--- src/rtl/pe_mult_ctrl.sv ---
// Sequencer for the 32-lane int16 multiply datapath. It walks out_num dot products
// of in_beats beats, aligns accumulator strobes with buffer data, and writes one result per neuron.
module pe_mult_ctrl #(
  parameter int ADDR_W = 8,
  parameter int CNT_W  = 8
) (
  input  logic              clk,
  input  logic              rst,
  input  logic              start,
  input  logic [CNT_W-1:0]  cfg_in_beats,
  input  logic [CNT_W-1:0]  cfg_out_num,
  input  logic [ADDR_W-1:0] cfg_neuron_base,
  input  logic [ADDR_W-1:0] cfg_weight_base,
  input  logic [ADDR_W-1:0] cfg_result_base,
  input  logic              hold,
  output logic              nram_rd_en,
  output logic [ADDR_W-1:0] nram_addr,
  output logic              wram_rd_en,
  output logic [ADDR_W-1:0] wram_addr,
  output logic              mult_vld,
  output logic              acc_clear,
  output logic              acc_en,
  output logic              acc_last,
  output logic              result_wr_en,
  output logic [ADDR_W-1:0] result_addr,
  output logic              busy,
  output logic              done
);

  typedef enum logic [1:0] {
    S_IDLE,
    S_ISSUE,
    S_DRAIN,
    S_DONE
  } state_t;

  state_t r_state;
  state_t w_state_next;

  logic [CNT_W-1:0]  r_in_beats;
  logic [CNT_W-1:0]  r_out_num;
  logic [ADDR_W-1:0] r_neuron_base;
  logic [ADDR_W-1:0] r_result_base;
  logic [CNT_W-1:0]  r_beat;
  logic [CNT_W-1:0]  r_out;
  logic [ADDR_W-1:0] r_wptr;
  logic              r_drain_cnt;

  logic              r_s1_vld;
  logic              r_s1_first;
  logic              r_s1_last;
  logic [CNT_W-1:0]  r_s1_out;
  logic              r_s2_wr;
  logic [ADDR_W-1:0] r_s2_addr;

  logic w_cfg_ok;
  logic w_accept;
  logic w_issue;
  logic w_beat_last;
  logic w_out_last;

  always_ff @(posedge clk) begin
    if (rst) r_state <= S_IDLE;
    else     r_state <= w_state_next;
  end

  always_comb begin
    w_state_next = r_state;
    w_issue      = 1'b0;
    w_accept     = 1'b0;
    w_cfg_ok     = (cfg_in_beats != '0) && (cfg_out_num != '0);
    w_beat_last  = (r_beat == r_in_beats - CNT_W'(1));
    w_out_last   = (r_out == r_out_num - CNT_W'(1));

    unique case (r_state)
      S_IDLE: begin
        if (start) begin
          w_accept     = w_cfg_ok;
          w_state_next = w_cfg_ok ? S_ISSUE : S_DONE;
        end
      end
      S_ISSUE: begin
        if (!hold) begin
          w_issue = 1'b1;
          if (w_beat_last && w_out_last) w_state_next = S_DRAIN;
        end
      end
      S_DRAIN: begin
        if (r_drain_cnt) w_state_next = S_DONE;
      end
      S_DONE: w_state_next = S_IDLE;
      default: w_state_next = S_IDLE;
    endcase

    // NOTE: read strobes are combinational from state, so rst gates them directly to
    // keep the buffers quiet in the very cycle reset is asserted.
    nram_rd_en   = w_issue && !rst;
    wram_rd_en   = w_issue && !rst;
    nram_addr    = nram_rd_en ? r_neuron_base + ADDR_W'(r_beat) : '0;
    wram_addr    = wram_rd_en ? r_wptr : '0;
    mult_vld     = r_s1_vld;
    acc_en       = r_s1_vld;
    acc_clear    = r_s1_vld && r_s1_first;
    acc_last     = r_s1_vld && r_s1_last;
    result_wr_en = r_s2_wr;
    result_addr  = r_s2_addr;
    busy         = (r_state != S_IDLE);
    done         = (r_state == S_DONE);
  end

  always_ff @(posedge clk) begin
    if (rst) begin
      r_in_beats    <= '0;
      r_out_num     <= '0;
      r_neuron_base <= '0;
      r_result_base <= '0;
      r_beat        <= '0;
      r_out         <= '0;
      r_wptr        <= '0;
      r_drain_cnt   <= 1'b0;
      r_s1_vld      <= 1'b0;
      r_s1_first    <= 1'b0;
      r_s1_last     <= 1'b0;
      r_s1_out      <= '0;
      r_s2_wr       <= 1'b0;
      r_s2_addr     <= '0;
    end else begin
      r_drain_cnt <= (r_state == S_DRAIN) ? ~r_drain_cnt : 1'b0;

      if (w_accept) begin
        r_in_beats    <= cfg_in_beats;
        r_out_num     <= cfg_out_num;
        r_neuron_base <= cfg_neuron_base;
        r_result_base <= cfg_result_base;
        r_beat        <= '0;
        r_out         <= '0;
        r_wptr        <= cfg_weight_base;
      end else if (w_issue) begin
        // Weight address is a running pointer: out*in_beats+beat advances by one per beat.
        r_wptr <= r_wptr + ADDR_W'(1);
        if (w_beat_last) begin
          r_beat <= '0;
          r_out  <= r_out + CNT_W'(1);
        end else begin
          r_beat <= r_beat + CNT_W'(1);
        end
      end

      // One-cycle read latency: beat tags travel alongside the buffer data.
      r_s1_vld   <= w_issue;
      r_s1_first <= w_issue && (r_beat == '0);
      r_s1_last  <= w_issue && w_beat_last;
      r_s1_out   <= r_out;

      r_s2_wr   <= r_s1_vld && r_s1_last;
      r_s2_addr <= (r_s1_vld && r_s1_last) ? r_result_base + ADDR_W'(r_s1_out) : '0;
    end
  end

endmodule

--- config.mk ---
export PLATFORM = sky130hd
export DESIGN_NAME = pe_mult_ctrl
export DESIGN_NICKNAME = d
export VERILOG_FILES = /design/src/rtl/pe_mult_ctrl.sv
export SDC_FILE = /design/constraint.sdc
export NUM_CORES = 1
export LEC_CHECK = 0
export CORE_UTILIZATION = 50
export CTS_CLUSTER_SIZE = 24
export DETAILED_ROUTE_END_ITERATION = 6
export DONT_BUFFER_PORTS = 1
export PLACE_DENSITY_LB_ADDON = 0.08
export SLEW_MARGIN = 10
export SYNTH_ARGS = -nofsm -noshare
export SYNTH_HDL_FRONTEND = slang
export SYNTH_SLANG_ARGS = --single-unit
--- constraint.sdc ---
create_clock -name clk -period 2.95 [get_ports clk]
set_input_delay 0.4425 -clock clk [delete_from_list [all_inputs] [get_ports clk]]
set_output_delay 0.4425 -clock clk [all_outputs]
set_load 0.005 [all_outputs]
==> out/qor.csv <==
stage,metric,value,unit
clock_network,clk_latency,0.36,ns
clock_network,cts_tree,done,
setup_path,rr_worst_depth,8,
timing,setup_viol,0,
detailed_routing,drt_iter0_markers,176,
synthesis,netlist_top_cells_count,"79 x dfxtp_1, 63 x nor2_1, 34 x mux2i_1",
synthesis,postSynthAreaPerCell,8.95,µm²
setup_path,r2r-start,r_in_beats[0],
timing,slew_violations,0,
synthesis,yosys.area.top_type,dfxtp_1,
floorplanning,die_area,8820,µm²
floorplanning,io_pins,77,
timing,max_slew.worst_pin.slew,0.601,ns
detailed_routing,drtPass1Iterations,5,
synthesis,synth.area.top_cells,"dfxtp_1 37%, mux2i_1 8.1%, ha_1 7.4%",
synthesis,synth_cell_types,54,
power_and_ir_drop,ir_drop,0.496,mV
setup_path,cp-start-kind,flip-flop,
setup_path,crit_arrival,2.28,ns
run_status,status,completed,
floorplanning,start_util,51.7,%
setup_path,cp-startpoint,r_beat[0],
hold_path,holdPathStages,1,
finish,fillCellCount,787,
hold_path,hold_path.class,in -> reg,
hold_path,min_from,rst,
timing,slew_headroom,58.9,%
timing,fin_crit,2.73,ns
timing,tns,0,ns
synthesis,yosys_warnings,0,
run,max-cap-violations,0,
clock_network,cts_sinks,79,
synthesis,synth-seq-area-share,37.4,%
detailed_routing,detail-route-antenna-nets,0,
finish,antenna_cells,0,
clock_network,clockBufferDepth,2,
finish,final_nets,535,
grt,antenna_found_initial,0,
power_and_ir_drop,power_density,665,nW/µm²
synthesis,synth_area,4220,µm²
setup_path,critical_path_class,reg -> out,
floorplanning,rows,33,
detailed_routing,drt-total-wl,8620,µm
grt,grt_pass1_vias,2912,
clock_network,path_clk_slew,0.09,ns
power_and_ir_drop,power_leakage,0.00197,µW
timing,rsz0062_at_grt,no,
grt,overflow,0,
detailed_routing,post_drt_via_cell_ratio,5.57,
synthesis,synth_most_common_cell,dfxtp_1,
power_and_ir_drop,power,3010,µW
detailed_routing,drc_errors,0,
place,dp_hpwl,6130,µm
place,port_buffers,0,
clock_network,numCtsBuffers,9,
detailed_routing,vias,3199,
clock_network,cts_hold_buf,0,
finish,drive_gt1_share,8.32,%
setup_path,cp-end-kind,primary output,
timing,fmax,367,MHz
detailed_routing,wl_per_cell,15.0,µm
setup_path,crit_fanout,8,
grt,grt_max_degree,51,
synthesis,synth_enable_flop_cells,0,
timing,fin_crit_sh,92.4,%
floorplanning,fp.dieW,93.9,µm
timing,hold_viol,0,
grt,globalRouteTotalUtil,20.8,%
finish,area_growth,7.05,%
synthesis,synth_top_area_share,37.4,%
synthesis,synth-seq-cells,79,
clock_network,cts_root_buf,clkbuf_8,
clock_network,htreeDepth,3,
synthesis,syn_inst,472,
timing,skew,0.00771,ns
synthesis,synth-async-reset-ratio,0,%
synthesis,ys.flop_type,dfxtp_1,
setup_path,required,2.51,ns
floorplanning,die_h,93.9,µm
grt,grt_pass1_wl,14300,µm
floorplanning,core_area,8180,µm²
place,gp_congestion,0.791,
synthesis,syn_nets,543,
## worst max-delay path, cell delays in order, from the launching register on
cell and delay (ns):
dfxtp_1 0.42, ha_1 0.26, a21o_1 0.18, a21oi_1 0.22, o21bai_1 0.13, a2111oi_2 0.41
nor3_1 0.11, o21a_1 0.21
## final timing paths
path / end / slack, ns
hold / removal: r_result_base[3] / 0.14
setup / recovery: nram_addr[7] / 0.22
hold reg to reg: r_drain_cnt / 0.50
setup reg to reg: r_out[5] / 0.31
## report_power, final
| group | internal [µW] | leakage, µW | switching [µW] |
|---|---|---|---|
| Clock | 403 | 0.000102 | 443 |
| Sequential | 1190 | 0.000644 | 126 |
| Combinational | 392 | 0.00122 | 454 |
| Total | 1980 | 0.00197 | 1020 |
## flip-flops by register name, summed over array words and instances (netlist names), 2 cells and up
| name | cells |
|---|---|
| r_beat | 8 |
| r_in_beats | 8 |
| r_neuron_base | 8 |
| r_out | 8 |
| r_out_num | 8 |
| r_result_base | 8 |
| r_s1_out | 8 |
| r_state | 2 |
| r_wptr | 8 |
| result_addr | 8 |
## area by class of cell
cell class / count / area, µm² / share of cell area (%)
well taps: 105 / 131 / 2.91
inverters: 24 / 90.1 / 1.99
multi-input cells: 344 / 2460 / 54.3
repair buffers: 6 / 57.6 / 1.27
flip-flops and latches: 79 / 1580 / 35.0
clock buffers: 9 / 124 / 2.74
clock inverters: 7 / 80.1 / 1.77
## layout by cell type (no fill, tap or decap), drive strengths merged, types with 7 or more instances in the layout
cell	instances
nand3	8
nor3	14
mux2i	34
ha	25
or4	10
nand4	8
nor4	8
inv	27
nand2	23
nor2	63
and3	17
o21ai	8
a211oi	7
a21oi	17
clkbuf	9
dfxtp	79
nor2b	8
xor2	24
xnor2	19
## per-stage QoR
step	std cells	cell area, µm²	hold slack, ns	setup WS, ns	util [%]
after detailed placement	558	4310	0.480	0.338	52.7
after global routing	574	4520	0.118	0.0104	55.3
after CTS	574	4510	0.136	0.0700	55.2
after global placement	558	4310	0.470	0.410	52.7
final	574	4520	0.144	0.224	55.3
after floorplan	472	4220	0.459	0.505	-
## logic make-up (layout without fill, tap and decap cells)
| group | count (synthesis) | count (layout) | share of synthesized area [%] |
|---|---|---|---|
| compound gates | 63 | 63 | 10.3 |
| xor+xnor | 43 | 43 | 8.92 |
| fa+ha+maj | 27 | 27 | 8.35 |
| buf+inv | 49 | 46 | 4.80 |
| flops | 79 | 79 | 37.4 |
| mux | 34 | 34 | 8.06 |
| simple gates | 177 | 177 | 22.2 |
## routing by layer
| layer | GRT usage (%) | wire length (µm) |
|---|---|---|
| met3 | 4.85 | 471 |
| met4 | 6.92 | 91 |
| met2 | 31.4 | 3770 |
| met5 | 0 | 0 |
| met1 | 29.1 | 4290 |
## repair_timing
action	4_1_cts	5_1_grt
resized for setup	0	3
buffers inserted	0	0
setup endpoints to repair	0	2
No activity file was read; power rests on OpenSTA's default activity.
